[src/rtl/dft_sample_streamer_if.sv]
// dft_sample_streamer_if: valid/ready sample stream carrying word, buffer index and last flag
interface dft_sample_streamer_if #(parameter int DATA_W = 32);
  logic              valid;
  logic              ready;
  logic [DATA_W-1:0] data;
  logic [3:0]        idx;
  logic              last;
  modport master (output valid, data, idx, last, input ready);
  modport slave  (input valid, data, idx, last, output ready);
endinterface

[src/rtl/dft_sample_streamer.sv]
// dft_sample_streamer: snapshots 16 selector words and streams them one per beat; BITREV_ORDER_EN selects bit-reversed order
module dft_sample_streamer #(parameter int DATA_W = 32) (
  input  logic                  clk,
  input  logic                  rst_n,
  input  logic                  i_start,
  input  logic [2:0]            i_pattern_sel,
  output logic [2:0]            o_k_sel,
  input  logic [DATA_W-1:0]     i_x [16],
  output logic                  o_busy,
  output logic                  o_done,
  dft_sample_streamer_if.master m_out
);
  typedef enum logic [1:0] {IDLE, LOAD, STREAM, DONE} state_t;
  state_t            r_state, w_next;
  logic [3:0]        r_beat, w_idx;
  logic [2:0]        r_k_sel;
  logic [DATA_W-1:0] r_buf [16];
  logic              w_fire;
  assign w_fire  = (r_state == STREAM) && m_out.ready;
  assign o_k_sel = r_k_sel;
`ifdef BITREV_ORDER_EN
  assign w_idx = {r_beat[0], r_beat[1], r_beat[2], r_beat[3]};
`else
  assign w_idx = r_beat;
`endif
  // state register
  always_ff @(posedge clk or negedge rst_n)
    if (!rst_n) r_state <= IDLE;
    else        r_state <= w_next;
  // next state and stream outputs, all decoded from registers
  always_comb begin
    w_next = r_state;
    if (r_state == IDLE && i_start) w_next = LOAD;
    if (r_state == LOAD) w_next = STREAM;
    if (w_fire && r_beat == 4'd15) w_next = DONE;
    if (r_state == DONE) w_next = IDLE;
    o_busy      = (r_state == LOAD) || (r_state == STREAM);
    o_done      = r_state == DONE;
    m_out.valid = r_state == STREAM;
    m_out.idx   = w_idx;
    m_out.data  = m_out.valid ? r_buf[w_idx] : '0;
    m_out.last  = m_out.valid && r_beat == 4'd15;
  end
  // select latch, snapshot buffer and beat counter
  always_ff @(posedge clk or negedge rst_n)
    if (!rst_n) begin
      r_k_sel <= '0;
      r_beat  <= '0;
      for (int i = 0; i < 16; i++) r_buf[i] <= '0;
    end else begin
      if (r_state == IDLE && i_start) begin
        r_k_sel <= i_pattern_sel;
        r_beat  <= '0;
      end
      if (r_state == LOAD) r_buf <= i_x;
      if (w_fire) r_beat <= r_beat + 4'd1;
    end
endmodule
[src/flat_wrapper.sv]
// flat-port wrapper written by rule: the top's interface ports become plain ports
module dft_sample_streamer_flat 
#(parameter int DATA_W = 32)
  (clk, rst_n, i_start, i_pattern_sel, o_k_sel, i_x, o_busy, o_done, m_out_valid, m_out_data, m_out_idx, m_out_last, m_out_ready);
  dft_sample_streamer_if #(.DATA_W(DATA_W)) m_out_i ();
  input  logic clk;
  input  logic rst_n;
  input  logic i_start;
  input  logic [2:0] i_pattern_sel;
  output logic [2:0] o_k_sel;
  input  logic [DATA_W-1:0] i_x[16];
  output logic o_busy;
  output logic o_done;
  output wire logic [$bits(m_out_i.valid)-1:0] m_out_valid;
  output wire logic [$bits(m_out_i.data)-1:0] m_out_data;
  output wire logic [$bits(m_out_i.idx)-1:0] m_out_idx;
  output wire logic [$bits(m_out_i.last)-1:0] m_out_last;
  input wire logic [$bits(m_out_i.ready)-1:0] m_out_ready;
  assign m_out_valid = m_out_i.valid;
  assign m_out_data = m_out_i.data;
  assign m_out_idx = m_out_i.idx;
  assign m_out_last = m_out_i.last;
  assign m_out_i.ready = m_out_ready;
  dft_sample_streamer #(.DATA_W(DATA_W)) u_core (.clk(clk), .rst_n(rst_n), .i_start(i_start), .i_pattern_sel(i_pattern_sel), .o_k_sel(o_k_sel), .i_x(i_x), .o_busy(o_busy), .o_done(o_done), .m_out(m_out_i));
endmodule
[config.mk]
export PLATFORM = sky130hd
export DESIGN_NAME = dft_sample_streamer_flat
export DESIGN_NICKNAME = d
export VERILOG_FILES = /design/src/rtl/dft_sample_streamer_if.sv /design/src/rtl/dft_sample_streamer.sv /design/src/flat_wrapper.sv
export SDC_FILE = /design/constraint.sdc
export NUM_CORES = 1
export LEC_CHECK = 0
export ABC_AREA = 1
export ABC_CLOCK_PERIOD_IN_PS = 2300
export CAP_MARGIN = 20
export CORE_AREA = 2 2 217 219
export DETAILED_ROUTE_END_ITERATION = 16
export DIE_AREA = 0 0 219 221
export GPL_TIMING_DRIVEN = 1
export PLACE_DENSITY_LB_ADDON = 0.2
export SLEW_MARGIN = 10
export SYNTH_ARGS = -nofsm -noshare
export SYNTH_HDL_FRONTEND = slang
export SYNTH_SLANG_ARGS = --single-unit
export TNS_END_PERCENT = 30
[constraint.sdc]
create_clock -name clk -period 2.3 [get_ports clk]
set_input_delay 0.23 -clock clk [delete_from_list [all_inputs] [get_ports clk]]
set_output_delay 0.23 -clock clk [all_outputs]
set_load 0.05 [all_outputs]
# == Yosys cells after proc, flatten, opt, wreduce, memory -nomap -nowiden ==
# Index checks and enable logic that the tools add are counted.
# W data, S select, Z words.
# word_totals
output_inout_bits,43
elab_cells,44
input_bits,519
ff_bits,521
# op_classes
n_bitwise,1
order_cmp,1
mux,10
n_reduce_logical,8
eq_ne,4
add_sub_neg,1
# op_table
op,n
$bmux W32 S4,1
$mux W32,3
$mux W2,4
$mux W4,2
$ge A5 B5 Y1 const B,1
$not A4 Y5,1
$add A4 B1 Y4 const B,1
$eq A2 B2 Y1 const B,2
$eq A4 B4 Y1 const B,1
$logic_and A1 B1 Y1,4
$reduce_bool A4 Y1,1
$eq A2 B1 Y1 const B,1
$logic_not A2 Y1,1
$reduce_bool A2 Y1,1
$logic_or A1 B1 Y1,1

# == Longest topological paths before layout ==
# logic_depth
ltp_word,6
ltp_mapped,9
ltp_nobuf,8

# == Worst setup path after synthesis ==
# Ideal clock, no wire load.
# synth_timing
kind,register to output
start,reg u_core.r_beat[0] (netlist: u_core.m_out.idx[0])
end,out m_out_data[12]
arrival_ns,2.231
required_time_ns,2.070
slack_ns,-0.161
path_stages_with_launch,10
path_buffers,3
cell_sequence,dfrtp_1 > buf_4 > inv_4 > buf_4 > buf_2 > nand2_1 > nand3_1 > nand3_1 > nand3_1 > a21oi_1
# synth_between
elab_chain_len,5
# synth_lines
element,line_no,rtl
"start, declared",dft_sample_streamer.sv:15,"logic [3:0] r_beat, w_idx;"
"start signal, assigned",dft_sample_streamer.sv:56,if (w_fire) r_beat <= r_beat + 4'd1;
$not A4 Y5 (not written as such),dft_sample_streamer.sv:41,m_out.data = m_out.valid ? r_buf[w_idx] : '0;
$bmux W32 S4,dft_sample_streamer.sv:41,
$mux W32 (not written as such) (2 in a row),dft_sample_streamer.sv:41,
$mux W32,dft_sample_streamer.sv:41,
"end, declared",flat_wrapper.sv:15,output wire logic [$bits(m_out_i.data)-1:0] m_out_data;
# No other way between the ends. The select of a mux whose other input is x is not followed.

# == Final worst setup path ==
# layout_timing
start,reg u_core.r_beat[0] (netlist: u_core.m_out.idx[0])
end,out m_out_data[16]
# The elaborated chain is that of the path after synthesis.

==> summary.txt <==
Setup path
  – CP cell instances: buf_12 > clkbuf_16 > nand2_1 > nand3_1 > nand3_1 > nand3_2 > a21oi_4 > buf_12
  – CP endpoint: m_out_data[16]
  – Worst R2R Setup Slack: around 0.33 ns
  – Worst Path Max Fanout: 28
  – RR Startpoint: u_core.m_out.idx[0]
  – FF-to-FF End: u_core.r_state[0]
  – Critical path endpoint category: output pin
  – WS Path Type: flip-flop to output pin
  – CP Launch Type: flip-flop
  – Crit path from: u_core.m_out.idx[0]
  – CP max-delay cell: dfrtp_4
  – WP buf/inv: 3
  – Largest delay contributor family on the critical path: buffers and inverters
  – Crit path DAT: 2.49 ns
  – Levels on crit path: 8
  – Worst r2r path cells: 10
  – Data required time of the critical path: 2.07 ns
  – Largest stage delay on the critical path: about 0.52 ns

Synthesis
  – Synth Flop Type: dfrtp_1
  – Ranking of synthesized cells by area: dfrtp_1 52%, nand2_1 15%, o21ai_0 10%, nand3_1 9.0%, inv_1 7.8%
  – Syn nets: approximately 3800
  – #FFs+latches synth: 521
  – Synthesized area: 25100 um^2
  – Post-synth EDFFs: 0
  – Warnings, synthesis: 0
  – Fraction of registers with async set/reset: 100%
  – Post-synth top area cell: dfrtp_1
  – Library cells used by synthesis: 21
  – Yosys top cell area share: roughly half
  – Seq/Total Area, Yosys: between 50% and 60%
  – Cells after synthesis: 3313
  – Post-Syn Area per Cell: ~7.6 um^2

STA
  – Worst relative slew slack: about 64%
  – Final WS setup: -0.422 ns
  – Crit share post-route: 118%
  – Fin. max-slew vios: 0
  – Clk_skew: 0.0149 ns
  – Worst-margin pin slew: between 0.5 and 0.6 ns
  – Post-layout min period: ~2.7 ns
  – RSZ-0062 raised after global routing: yes
  – Final setup fails: 33
  – Hold Vio Cnt, Final: 0
  – Maximum clock rate: about 370 MHz
  – Setup Total Neg Slack: -10.95 ns

Global route
  – GRT overflow: 0
  – First-pass GRT wire length: between 100 and 150 mm
  – Initial antenna violation count: 7
  – Largest net degree at the start of global routing: between 100 and 150
  – Vias in the first global route: roughly 25000
  – Total GRT Usage: about two fifths

Routing
  – Vias per Instance: approximately 5.7
  – Antenna viol nets, final: 0
  – Via count: 25397
  – Iteration-0 DRC count of the detailed router: between 3000 and 4000
  – DRT Pass-1 Iters: 5
  – DR WL/cell: 22.0 um
  – DRT Wirelength: approximately 100 mm
  – # DRC: 0

Placement
  – Placer Congestion: ~1
  – Hpwl dp: 68.9 mm
  – PortBufs: 561
  – Cell Area, Placed: between 30000 and 40000 um^2

Run status
  – Violated checks: negative setup slack
  – Status: finished, violations left

Floorplanning
  – Initial Util: 54.6%
  – Top Ports: 562
  – Core Footprint: approximately 46000 um^2
  – Die span in x: 219 um
  – Row count: 79
  – Die ar.: a little under 50000 um^2
  – Die extent in y: ~220 um

Power and ir drop
  – Worst VDD drop: 1.09 mV
  – P_leak: about 17 nW
  – Power Dens Cells: 1400 nW/um^2

Clock tree
  – CTS Root Cell: clkbuf_16
  – Clock Tree Buf Depth: 3
  – Clk sinks: around 520
  – Clk_lat worst skew: ~0.6 ns
  – TritonCTS Buffers: 54
  – CTS tree: yes
  – H-tree depth: 2
  – CTS clk-pin slew, worst paths: 0.07 ns

Final layout
  – Post-route cell area: approximately 35000 um^2
  – Layout cells sized above 1: 9.95%
  – Layout Nets: 4351
  – Final Util: 76.5%
  – Area grow syn2layout: 40.1%
  – Fill count: roughly 3400

Run
  – Max_cap viols: 0

Min path
  – HP Class: input port to asynchronous set/reset pin
stage by stage:
stage               power (mW)  std cells  hold WS, ns  setup WS (ns)
CTS                       47.4       4462        0.164         -0.405
detailed placement        37.1       4349        0.199        -0.0412
global route              52.2       4485        0.194         -0.413
finish                    49.4       4486        0.167         -0.422
floorplan                 29.0       3313      -0.0656         -0.161
global placement          36.4       4349        0.199        -0.0519
state kept, by name (all words and copies together) (netlist names):
| name | flops |
|---|---|
| u_core.m_out.idx | 4 |
| u_core.o_k_sel | 3 |
| u_core.r_buf | 512 |
| u_core.r_state | 2 |
Yosys cell counts (2+ instances only):
cell,instances
buf_2,124
dfrtp_1,521
nand2_1,1034
nand3_1,450
a21oi_1,33
buf_1,11
ha_1,5
inv_1,519
o21ai_1,2
buf_6,13
mux2_2,3
o21ai_0,515
buf_4,7
clkbuf_1,68
nor2_1,2
power by group:
| part | internal (mW) | leakage (nW) | switching, mW |
|---|---|---|---|
| Clock | 5.57 | 0.948 | 3.77 |
| Combinational | 8.57 | 9.51 | 16.5 |
| Sequential | 13.7 | 6.38 | 1.30 |
placed cells by master, fill, tap and decap left out, types with 2 or more instances in the layout:
| cell type | netlist | routed |
|---|---|---|
| clkinv_8 | 0 | 2 |
| nand3_4 | 0 | 6 |
| clkinv_2 | 0 | 11 |
| buf_12 | 0 | 68 |
| a21oi_4 | 0 | 5 |
| nor2_1 | 2 | 2 |
| diode_2 | 0 | 8 |
| a21oi_2 | 0 | 21 |
| buf_16 | 0 | 10 |
| nand3_2 | 0 | 91 |
| inv_1 | 519 | 517 |
| clkbuf_8 | 0 | 20 |
| clkbuf_16 | 0 | 63 |
| clkbuf_1 | 68 | 7 |
| buf_8 | 0 | 7 |
| dfrtp_1 | 521 | 518 |
| clkdlybuf4s50_1 | 0 | 520 |
| mux2_2 | 3 | 3 |
| buf_6 | 13 | 13 |
| buf_4 | 7 | 45 |
| ha_1 | 5 | 4 |
| bufbuf_16 | 0 | 3 |
| nand2_1 | 1034 | 1033 |
| dlygate4sd2_1 | 0 | 4 |
| a21oi_1 | 33 | 7 |
| nand3_1 | 450 | 353 |
| bufinv_16 | 0 | 5 |
| o21ai_0 | 515 | 515 |
| o21ai_1 | 2 | 2 |
| dfrtp_4 | 0 | 2 |
| inv_2 | 1 | 2 |
per-layer routing:
| layer | vias up | GRT usage (%) | share of wire (%) |
|---|---|---|---|
| met5 | - | 0 | 0 |
| met3 | 274 | 8.08 | 10 |
| li1 | 11344 | - | - |
| met4 | 0 | 20.4 | 5.6 |
| met2 | 1559 | 61.1 | 46 |
| met1 | 12220 | 52.2 | 38 |
cells by family after synthesis:
group                    share of synthesized area [%]
AO/OA/AOI/OAI                                     11.0
AND/OR/NAND/NOR                                   24.5
buffers and inverters                             12.2
flip-flops                                        51.9
adder cells (fa/ha/maj)                          0.249
multiplexers                                     0.134
XOR/XNOR                                        0.0349
final cells by class:
type,count,area (um^2),share of cell area [%]
Tap cell,607,759,2.16
Clock buffer,82,1680,4.76
Antenna cell,8,20.0,0.0568
Timing Repair Buffer,679,7770,22.1
Timing Repair inverter,2,27.5,0.0782
Multi-Input combinational cell,2048,9710,27.6
Sequential cell,521,13000,37.0
Clock inverter,18,221,0.629
Inverter,521,1980,5.63
timing repair:
action / in CTS / in global routing
gates resized for setup: 68 / 111
hold buffers: 1 / 0
pin swaps: 8 / 33
hold endpoints to repair: 87 / 0
buffers inserted: 5 / 5
cloned: 7 / 11
endpoints found under the setup margin: 37 / 34
worst min-delay path by stage:
stage / start / endpoint / slack (ns)
after floorplan: rst_n / u_core.m_out.idx[0] / -0.07
after global placement: rst_n / u_core.r_buf[138] / 0.20
after detailed placement: rst_n / u_core.r_buf[175] / 0.20
after CTS: i_x[100] / u_core.r_buf[100] / 0.16
after global routing: i_x[6] / u_core.r_buf[6] / 0.19
final: rst_n / u_core.r_buf[175] / 0.17
No activity file was read; power rests on OpenSTA's default activity.
